`config.mk`:
```
export PLATFORM = sky130hd
export DESIGN_NAME = inst_fetch_flat
export DESIGN_NICKNAME = d
export VERILOG_FILES = /design/src/rtl/inst_fetch_if.sv /design/src/rtl/inst_fetch.sv /design/src/flat_wrapper.sv
export SDC_FILE = /design/constraint.sdc
export NUM_CORES = 1
export LEC_CHECK = 0
export BUFFER_PORTS_ARGS = -buffer_cell sky130_fd_sc_hd__clkbuf_2
export CAP_MARGIN = 20
export CORE_UTILIZATION = 49
export CTS_BUF_LIST = sky130_fd_sc_hd__clkbuf_8
export CTS_CLUSTER_DIAMETER = 50
export DETAILED_ROUTE_END_ITERATION = 10
export HOLD_SLACK_MARGIN = 0.15
export PLACE_DENSITY = 0.8
export SYNTH_ARGS = -nofsm -noshare
export SYNTH_HDL_FRONTEND = slang
export SYNTH_SLANG_ARGS = --single-unit
```
`constraint.sdc`:
```
create_clock -name clk -period 5.5 [get_ports clk]
set_input_delay 0.825 -clock clk [delete_from_list [all_inputs] [get_ports clk]]
set_output_delay 0.825 -clock clk [all_outputs]
set_load 0.02 [all_outputs]
```
`src/rtl/inst_fetch_if.sv`:
```
// Fetch-stage bus bundle: instruction-memory read port plus the decode-side handshake.
// The master modport is the fetch unit; the slave modport is the memory/decode side.
interface inst_fetch_if;
  logic        imem_req;
  logic [31:0] imem_addr;
  logic        imem_rvalid;
  logic [31:0] imem_rdata;
  logic        id_valid;
  logic        id_ready;
  logic [31:0] id_inst;
  logic [31:0] id_pc;
  logic [31:0] id_pc4;
  logic        id_exc;

  modport master (
    output imem_req, imem_addr, id_valid, id_inst, id_pc, id_pc4, id_exc,
    input  imem_rvalid, imem_rdata, id_ready
  );

  modport slave (
    input  imem_req, imem_addr, id_valid, id_inst, id_pc, id_pc4, id_exc,
    output imem_rvalid, imem_rdata, id_ready
  );
endinterface

```
`src/rtl/inst_fetch.sv`:
```
// inst_fetch: single-outstanding instruction fetch feeding a 2-entry decode buffer.
// Optional feature: define INST_FETCH_ALIGN_CHECK_EN to turn a misaligned PC into a
// NOP entry flagged with id_exc instead of a memory read.
module inst_fetch (
  input  logic         clk,
  input  logic         clr,
  input  logic [31:0]  current_pc,
  input  logic         flush,
  output logic         pc_adv,
  inst_fetch_if.master bus
);

  typedef enum logic [1:0] {StIdle, StWait, StDrop} state_e;

  state_e      state_q, state_d;
  logic [1:0]  count_q;
  logic        wr_ptr_q, rd_ptr_q;
  logic        imem_req_q;
  logic [31:0] imem_addr_q;
  logic [31:0] req_pc_q;
  logic [31:0] inst_q [2];
  logic [31:0] pc_q   [2];

  logic        issue, push, pop, buf_valid;
  logic [31:0] push_inst;

`ifdef INST_FETCH_ALIGN_CHECK_EN
  logic        exc_pend_q;
  logic        exc_q [2];
  logic        push_exc;
`endif

  assign buf_valid = (count_q != 2'd0);
  assign pop       = buf_valid && bus.id_ready;

  // Next state, push decision and pc_adv; a flush forces pc_adv and suppresses any push.
  always_comb begin
    state_d   = state_q;
    issue     = 1'b0;
    push      = 1'b0;
    push_inst = bus.imem_rdata;
    pc_adv    = flush;
`ifdef INST_FETCH_ALIGN_CHECK_EN
    push_exc  = 1'b0;
`endif
    unique case (state_q)
      StIdle: begin
        if (!flush && count_q != 2'd2) begin
          issue   = 1'b1;
          state_d = StWait;
        end
      end
      StWait: begin
`ifdef INST_FETCH_ALIGN_CHECK_EN
        if (exc_pend_q) begin
          // No read was issued; deliver a trapping NOP in place of the response.
          push      = !flush;
          push_inst = '0;
          push_exc  = 1'b1;
          pc_adv    = 1'b1;
          state_d   = StIdle;
        end else
`endif
        if (bus.imem_rvalid) begin
          push    = !flush;
          pc_adv  = 1'b1;
          state_d = StIdle;
        end else if (flush) begin
          state_d = StDrop;
        end
      end
      StDrop: begin
        // The stale response is swallowed whatever flush does this cycle.
        if (bus.imem_rvalid) state_d = StIdle;
      end
      default: state_d = StIdle;
    endcase
  end

  // Control state, buffer pointers/count and the registered memory request.
  always_ff @(posedge clk) begin
    if (!clr) begin
      state_q     <= StIdle;
      count_q     <= 2'd0;
      wr_ptr_q    <= 1'b0;
      rd_ptr_q    <= 1'b0;
      imem_req_q  <= 1'b0;
      imem_addr_q <= '0;
      req_pc_q    <= '0;
`ifdef INST_FETCH_ALIGN_CHECK_EN
      exc_pend_q  <= 1'b0;
`endif
    end else begin
      state_q    <= state_d;
      imem_req_q <= 1'b0;
`ifdef INST_FETCH_ALIGN_CHECK_EN
      exc_pend_q <= 1'b0;
`endif
      if (flush) begin
        count_q  <= 2'd0;
        wr_ptr_q <= 1'b0;
        rd_ptr_q <= 1'b0;
      end else begin
        if (push) wr_ptr_q <= ~wr_ptr_q;
        if (pop)  rd_ptr_q <= ~rd_ptr_q;
        count_q <= count_q + 2'(push) - 2'(pop);
      end
      if (issue) begin
        req_pc_q <= current_pc;
`ifdef INST_FETCH_ALIGN_CHECK_EN
        if (current_pc[1:0] != 2'b00) begin
          exc_pend_q <= 1'b1;
        end else begin
`else
        begin
`endif
          imem_req_q  <= 1'b1;
          imem_addr_q <= {current_pc[31:2], 2'b00};
        end
      end
    end
  end

  // Buffer storage; outputs are masked when empty so the payload needs no reset.
  always_ff @(posedge clk) begin
    if (push) begin
      inst_q[wr_ptr_q] <= push_inst;
      pc_q[wr_ptr_q]   <= req_pc_q;
`ifdef INST_FETCH_ALIGN_CHECK_EN
      exc_q[wr_ptr_q]  <= push_exc;
`endif
    end
  end

  assign bus.imem_req  = imem_req_q;
  assign bus.imem_addr = imem_addr_q;
  assign bus.id_valid  = buf_valid;
  assign bus.id_inst   = buf_valid ? inst_q[rd_ptr_q] : '0;
  assign bus.id_pc     = buf_valid ? pc_q[rd_ptr_q] : '0;
  assign bus.id_pc4    = bus.id_pc + 32'd4;
`ifdef INST_FETCH_ALIGN_CHECK_EN
  assign bus.id_exc    = buf_valid ? exc_q[rd_ptr_q] : 1'b0;
`else
  assign bus.id_exc    = 1'b0;
`endif

endmodule

```
`src/flat_wrapper.sv`:
```
// flat-port wrapper written by rule: the top's interface ports become plain ports
module inst_fetch_flat 
  (clk, clr, current_pc, flush, pc_adv, bus_imem_req, bus_imem_addr, bus_id_valid, bus_id_inst, bus_id_pc, bus_id_pc4, bus_id_exc, bus_imem_rvalid, bus_imem_rdata, bus_id_ready);
  inst_fetch_if bus_i ();
  input  logic clk;
  input  logic clr;
  input  logic [31:0] current_pc;
  input  logic flush;
  output logic pc_adv;
  output wire logic [$bits(bus_i.imem_req)-1:0] bus_imem_req;
  output wire logic [$bits(bus_i.imem_addr)-1:0] bus_imem_addr;
  output wire logic [$bits(bus_i.id_valid)-1:0] bus_id_valid;
  output wire logic [$bits(bus_i.id_inst)-1:0] bus_id_inst;
  output wire logic [$bits(bus_i.id_pc)-1:0] bus_id_pc;
  output wire logic [$bits(bus_i.id_pc4)-1:0] bus_id_pc4;
  output wire logic [$bits(bus_i.id_exc)-1:0] bus_id_exc;
  input wire logic [$bits(bus_i.imem_rvalid)-1:0] bus_imem_rvalid;
  input wire logic [$bits(bus_i.imem_rdata)-1:0] bus_imem_rdata;
  input wire logic [$bits(bus_i.id_ready)-1:0] bus_id_ready;
  assign bus_imem_req = bus_i.imem_req;
  assign bus_imem_addr = bus_i.imem_addr;
  assign bus_id_valid = bus_i.id_valid;
  assign bus_id_inst = bus_i.id_inst;
  assign bus_id_pc = bus_i.id_pc;
  assign bus_id_pc4 = bus_i.id_pc4;
  assign bus_id_exc = bus_i.id_exc;
  assign bus_i.imem_rvalid = bus_imem_rvalid;
  assign bus_i.imem_rdata = bus_imem_rdata;
  assign bus_i.id_ready = bus_id_ready;
  inst_fetch u_core (.clk(clk), .clr(clr), .current_pc(current_pc), .flush(flush), .pc_adv(pc_adv), .bus(bus_i));
endmodule
```
Word-level counts from Yosys, hierarchy flattened --
Memory sizes are Yosys's and may differ from the RTL's. A register that Yosys moved wholly into a read port is not among the register bits. Cells that the tools add are included.
Word-level totals: word-level logic and storage cells 48, output and inout bits 132, memory bits (writable) 128, register bits after elaboration 69, memories kept 2, input port bits 69
Cells by class: reductions and logical operators 7, bitwise gates (word level) 3, multiplexer cells 20, $add $sub $neg 3, equal/unequal tests 6
Memory list:
- u_core.inst_q | words 2, width 32, rd ports 1, clocked after memory_dff 1, wr ports 1, line inst_fetch.sv:21 | logic [31:0] inst_q [2];
- u_core.pc_q | words 2, width 32, rd ports 1, clocked after memory_dff 1, wr ports 1, line inst_fetch.sv:22 | logic [31:0] pc_q [2];
Operator list (number):
- two-way mux 32 bit | 2
- adder 32 x 3 -> 32 bit (second input constant) | 1
- two-way mux 1 bit | 13
- two-way mux 2 bit | 4
- one-hot mux 2 bit (3 select lines) | 1
- != test 2 bit (second input constant) | 2
- != test 3 bit (second input constant) | 1
- inverter 1 bit | 3
- AND reduction 3 bit | 1
- adder 2 x 1 -> 2 bit | 1
- equality test 2 x 1 -> 1 bit (second input constant) | 1
- equality test 2 bit (second input constant) | 1
- logical AND 1 bit | 2
- zero test 2 bit | 1
- != test 2 x 1 -> 1 bit (second input constant) | 1
- nonzero test 2 bit | 1
- OR reduction 2 bit | 1
- subtractor 2 x 1 -> 2 bit | 1
- zero test 1 bit | 1

Depth between registers and ports, before layout --
Gate-level depths: netlist (run 1).
word-level depth 5, gate-level depth with buffers 13, mapped depth without buffers 9

Worst setup path after synthesis (run 1) --
No wires, ideal clock.
path kind input-to-reg, from input port bus_imem_rvalid, to memory u_core.inst_q[0][0] (enable), library setup time 0.565 ns, stages on the path 2, setup slack -0.310 ns, path buffers 0, data required time 4.935 ns, arrival time 5.245 ns, cells stage by stage nand2_1 nor3_1
Between the ends: word-level cells in the longest chain between the ends 4
Ends and longest elaborated chain:
- from (decl) | line flat_wrapper.sv:17 | input wire logic [$bits(bus_i.imem_rvalid)-1:0] bus_imem_rvalid;
- two-way mux 1 bit | line inst_fetch.sv:64 | if (bus.imem_rvalid) begin
- two-way mux 1 bit | line inst_fetch.sv:46 | unique case (state_q)
- two-way mux 1 bit | line inst_fetch.sv:126 | if (push) begin
- two-way mux 1 bit (implied by the code) | line inst_fetch.sv:127 | inst_q[wr_ptr_q] <= push_inst;
- to (decl) | line inst_fetch.sv:21
No other way between the ends.

==> impl_metrics.ini, run 1 <==
[status]
status = complete, no violations

[detailed_routing]
post_drt_wl_per_cell_microns = 16.9
routed_wl_microns = 16300
drtIter0Drc = 373
num_vias = 5069
firstDrtPassIters = 5
ant_nets = 0
drc = 0
viasPerCell = 5.26

[sta]
slew_headroom_pct = 37.0
slew_viol_final = 0
rsz0062_at_grt = no
final.setup.tns_ns = 0
period_share_pct = 80.3
fin_worst_skew_ns = 0.00953
tightest_slew_ns = 0.937
min_period_ns = 4.41
setup_viol = 0
hold_viol = 0
max_freq_mhz = 227

[clock_tree]
clock_latency_ns = 0.45
hold_buffers = 0
cts.sinks = 168
cts_resized = 0
clock_path_buffers = 2
cts-htree-levels = 4
post_cts_buffers = 0
cts_tree = done
cts_buffers = 17
clk_pin_slew_worst_paths_ns = 0.08
cts-root-buf = clkbuf_8

[pwr]
powerDensity_nw_per_um2 = 282
swShare_pct = 22.0
power_uw = 2480
leakagePower_uw = 0.00341
ir_drop_uv = 168
comb_power_share_pct = 6.5
switchingPower_uw = 546
clkPwrFrac_pct = 36.7
p_int_uw = 1940
seqPwrFrac_pct = 56.8

[placed_design]
dp.final_hpwl_microns = 11600
globalplace.congestion = 0.815
io_buffers = 197
placed_area_sq_um = 8360

[yosys]
postSynthCellCount = 605
synth_seq_cells = 168
ys_seq_area_share_pct = 61.9
yosys_warnings = 0
ys_types = 47
syn_area_per_cell_sq_um = 12.4
synth_area_leaders = edfxtp_1 51%, dfxtp_1 11%, mux2i_1 8.4%
synth_top_area_cell = edfxtp_1
synth_area_sq_um = 7500
yosysTopAreaCellShare_pct = 51.2

[worst_setup_path]
worstPathRequired_ns = 4.68
criticalPathCategory = reg2out
critPathLaunchType = register
path_max_fanout = 43
critPathCaptureType = output port
rrSetupSlack_ns = 2.52
cp.arrival_ns = 3.59

[die]
die_h_microns = 126
die_w_microns = 126
initial_core_util_pct = 50.9
die-area_sq_um = 15800
num_rows = 44
coreArea_sq_um = 14800
ios = 201

[grt]
grt_pass1_vias = 4754
antenna_found_initial = 0
grt_pass1_wl_microns = 25100
grt_usage_pct = 21.0
grt_overflow = 0
grt_max_degree = 50

[final_layout]
synthToLayoutAreaGrowth_pct = 17.3
stdcell_area_sq_um = 8800
utilization_pct = 59.7
drive_gt1_share_pct = 32.9
nets = 839
antenna_cells = 0

[flow_run]
cap_violations = 0

[worst_hold_path]
hold_path_class = reg2reg
==> per-stage QoR <==
stage / hold WS (ns) / instances / setup WS (ns)
floorplan: 0.425 / 607 / 1.64
global placement: 0.431 / 931 / 1.61
detailed placement: 0.446 / 931 / 1.58
CTS: 0.467 / 963 / 1.04
global route: 0.472 / 964 / 0.798
finish: 0.464 / 964 / 1.09
==> Yosys cell counts, drive strengths merged <==
master   count
xnor2       14
xor2        18
clkbuf      10
nor3        13
a21boi      33
nand3b       7
ha           3
dfxtp       40
a22oi        2
o2111ai      1
buf         52
nand2       80
edfxtp     128
inv          6
nand4        7
a21oi        3
and2         4
o21ai        3
nand2b       3
nand4bb      1
nand3       18
or2          1
a211oi       6
nor2b        3
nor2        74
o211a        1
or4          1
nor4         7
nor3b        2
mux2i       63
conb         1
==> sequential cells by signal, summed over array words and instances, names as in the netlist, named ones only <==
name                  flops
u_core.wr_ptr_q           1
u_core.inst_q            64
u_core.rd_ptr_q           1
u_core.req_pc_q          31
u_core.bus.imem_addr      1
u_core.state_q            2
u_core.pc_q              64
u_core.bus.imem_req       1
u_core.count_q            2
==> layout by cell type, fill, tap and decap left out, types with 14 or more instances in the layout <==
cell,n
nand3_1,17
nor2_1,70
a21boi_0,28
nand2_1,80
xnor2_1,14
mux2i_1,63
xor2_1,18
dfxtp_1,39
clkbuf_2,197
clkbuf_8,17
edfxtp_1,128
==> layout make-up <==
class,instances,area (sq um)
multi-input cells,371,2430
repair buffers,203,1050
well taps,184,230
inverters,6,22.5
flip-flops and latches,168,4650
clock buffers,17,234
fillers,1230,5950
clock inverters,15,184
==> critical path, stage by stage (launching register included) <==
cell and delay (ns):
dfxtp_4 0.81, buf_4 0.59, mux2i_1 0.22, nor3_2 0.39
o2111ai_1 0.31, nor4_2 0.32, xor2_1 0.25, clkbuf_2 0.21
==> final timing paths <==
| path | cells past startpoint | from | to |
|---|---|---|---|
| worst min register to register | 0 | u_core.req_pc_q[1] | u_core.pc_q[1][1] |
| worst min-delay path | 0 | u_core.req_pc_q[1] | u_core.pc_q[1][1] |
| worst max-delay path | 7 | register | bus_id_pc4[27] |
| worst max register to register | 10 | u_core.count_q[0] | u_core.count_q[1] |
==> routing by layer <==
layer | share of wire [%] | GRT usage (%) | vias up
met3 | 7.6 | 5.65 | 25
li1 | - | - | 2425
met2 | 48 | 34.0 | 222
met4 | 2.1 | 8.43 | 0
met5 | 0 | 0 | -
met1 | 42 | 26.9 | 2397
==> power by group through the flow <==
stage	combinational, uW	sequential, uW	clock [uW]
floorplan	114	1430	0
global placement	155	1440	0
detailed placement	159	1440	0
CTS	159	1410	931
global route	177	1410	984
finish	162	1410	911
==> kinds of logic after synthesis <==
family | after synthesis | synth area share (%)
AOI/OAI and AO/OA | 49 | 5.19
xor gates and xnor gates | 32 | 3.74
adders and majority gates | 3 | 0.500
buffers and inverters | 68 | 6.12
DFF | 168 | 61.9
muxes | 63 | 8.40
other | 1 | 0.0500
and+or+nand+nor | 221 | 14.1
Note: power is estimated with default switching activity, not from simulation.
==> inputs of run 2 (changes only) <==
clock period = 3.7 ns   (was 5.5 ns; I/O delays follow)
==> impl_metrics.ini, run 2 (synthesis results as in run 1) <==
[detailed_routing]
viasPerCell = 5.19
drtIter0Drc = 338
post_drt_wl_per_cell_microns = 16.9
num_vias = 5062
routed_wl_microns = 16500
drc = 0
ant_nets = 0
firstDrtPassIters = 5

[worst_setup_path]
cp.arrival_ns = 2.94
critPathCaptureType = output port
cp_slowest_stage_delay_ns = 0.40
path_max_fanout = 20
worstPathRequired_ns = 3.14
critPathLaunchType = register
criticalPathCategory = reg2out
slowest_stage = dfxtp_4
cp_common_cell = buf_4
path_cells = buf_4, buf_4, mux2i_1, nor2_1, nand4_2, nor4_2, xor2_1, clkbuf_2

[pwr]
leakagePower_uw = 0.00349
swShare_pct = 22.7
powerDensity_nw_per_um2 = 398
p_int_uw = 2730
ir_drop_uv = 230
switchingPower_uw = 800
clkPwrFrac_pct = 33.7
comb_power_share_pct = 7.0
seqPwrFrac_pct = 59.4
power_uw = 3530

[clock_tree]
cts-htree-levels = 4
cts_buffers = 17
cts_tree = done
clock_latency_ns = 0.45
clock_path_buffers = 2
cts-root-buf = clkbuf_8
hold_buffers = 0
clk_pin_slew_worst_paths_ns = 0.08
cts.sinks = 168

[grt]
gr-usage-met1_pct = 26.5
grt_usage_pct = 21.1
grt_overflow = 0
grtUsageMet3_pct = 6.20
grt_pass1_vias = 4941
grt_max_degree = 53
grt_pass1_wl_microns = 25500
top_usage_layer = met2
antenna_found_initial = 0
use_met2_pct = 35.7

[final_layout]
drive_gt1_share_pct = 34.1
final_common_cell = clkbuf_2
layout_common_cells = 197 x clkbuf_2, 128 x edfxtp_1, 80 x nand2_1, 70 x nor2_1, 63 x mux2i_1
antenna_cells = 0
stdcell_area_sq_um = 8880
synthToLayoutAreaGrowth_pct = 18.3
utilization_pct = 60.2
top_regs = u_core.inst_q x64, u_core.pc_q x64, u_core.req_pc_q x31
nets = 850

[placed_design]
globalplace.congestion = 0.817
placed_area_sq_um = 8470
post-place-ws_ns = 0.570
io_buffers = 197
dp.final_hpwl_microns = 11900

[sta]
max_freq_mhz = 286
layout_setup_ws_ns = 0.204
setup_viol = 0
period_share_pct = 94.5
fin_worst_skew_ns = 0.0119
min_period_ns = 3.50
hold_viol = 0
slew_viol_final = 0
slew_headroom_pct = 37.2
tightest_slew_ns = 0.935

[die]
initial_core_util_pct = 50.9
die_w_microns = 126
coreArea_sq_um = 14800
ios = 201
die-area_sq_um = 15800
num_rows = 44
die_h_microns = 126

[status]
status = complete, no violations

[worst_hold_path]
hold_path_class = in2reg

[flow_run]
cap_violations = 0
-- run 2: changes by cell type in the layout (fill, tap and decap cells not counted), sizes merged --
cell      before  now
buf            6   17
clkinv         7    4
clkbuf       214  217
clkinvlp       2    0
bufinv         4    1
inv            8   13
-- run 2: final timing paths --
| check | from | endpoint | slack [ns] | cells past startpoint |
|---|---|---|---|---|
| worst max-delay path | register | bus_id_pc4[24] | 0.20 | 8 |
| worst min-delay path | bus_imem_rdata[28] | u_core.inst_q[1][28] | 0.30 | 1 |
| worst min register to register | u_core.req_pc_q[1] | u_core.pc_q[0][1] | 0.46 | 0 |
| worst max register to register | u_core.state_q[0] | u_core.inst_q[1][14] | 1.56 | 5 |
-- run 2: worst max-delay path, delay by kind of cell (launching register included) --
| family | cells | cell delay, ns |
|---|---|---|
| buf+inv | 3 | 0.71 |
| flops | 1 | 0.40 |
| xor+xnor | 1 | 0.20 |
| simple gates | 3 | 1.00 |
| mux | 1 | 0.19 |
-- run 2: power by group through the flow --
stage | clock network [uW] | registers (uW) | logic, uW
after floorplan | 0 | 2130 | 169
final | 1190 | 2100 | 245
after CTS | 1220 | 2100 | 246
after global placement | 0 | 2140 | 234
after detailed placement | 0 | 2140 | 246
after global routing | 1310 | 2100 | 269
-- run 2: what timing repair did --
action | CTS | global route
gates resized for setup | 0 | 4
hold endpoints to repair | 0 | 0
endpoints found under the setup margin | 0 | 10
buffers inserted | 0 | 5
-- run 2: layer usage --
metal  wire, microns  up-vias  share of wire (%)
met5               0        -                  0
met2            7990      196                 48
met4             179        0                1.1
li1                -     2450                  -
met3            1170       17                7.1
met1            7140     2399                 43
-- run 2: stage by stage --
| stage | hold slack (ns) | setup TNS, ns | instances |
|---|---|---|---|
| after floorplan | 0.425 | 0 | 607 |
| after global placement | 0.433 | 0 | 937 |
| after detailed placement | 0.445 | 0 | 938 |
| after CTS | 0.268 | 0 | 970 |
| after global routing | 0.256 | -0.0400 | 975 |
| final | 0.297 | 0 | 975 |
-- run 2: layout make-up --
cell class                      count  area [sq um]
Sequential cell                   168          4650
Multi-Input combinational cell    371          2440
Timing Repair Buffer              214          1170
Inverter                            6          22.5
Tap cell                          184           230
Clock buffer                       20           275
Fill cell                        1196          5880
Clock inverter                     12          83.8
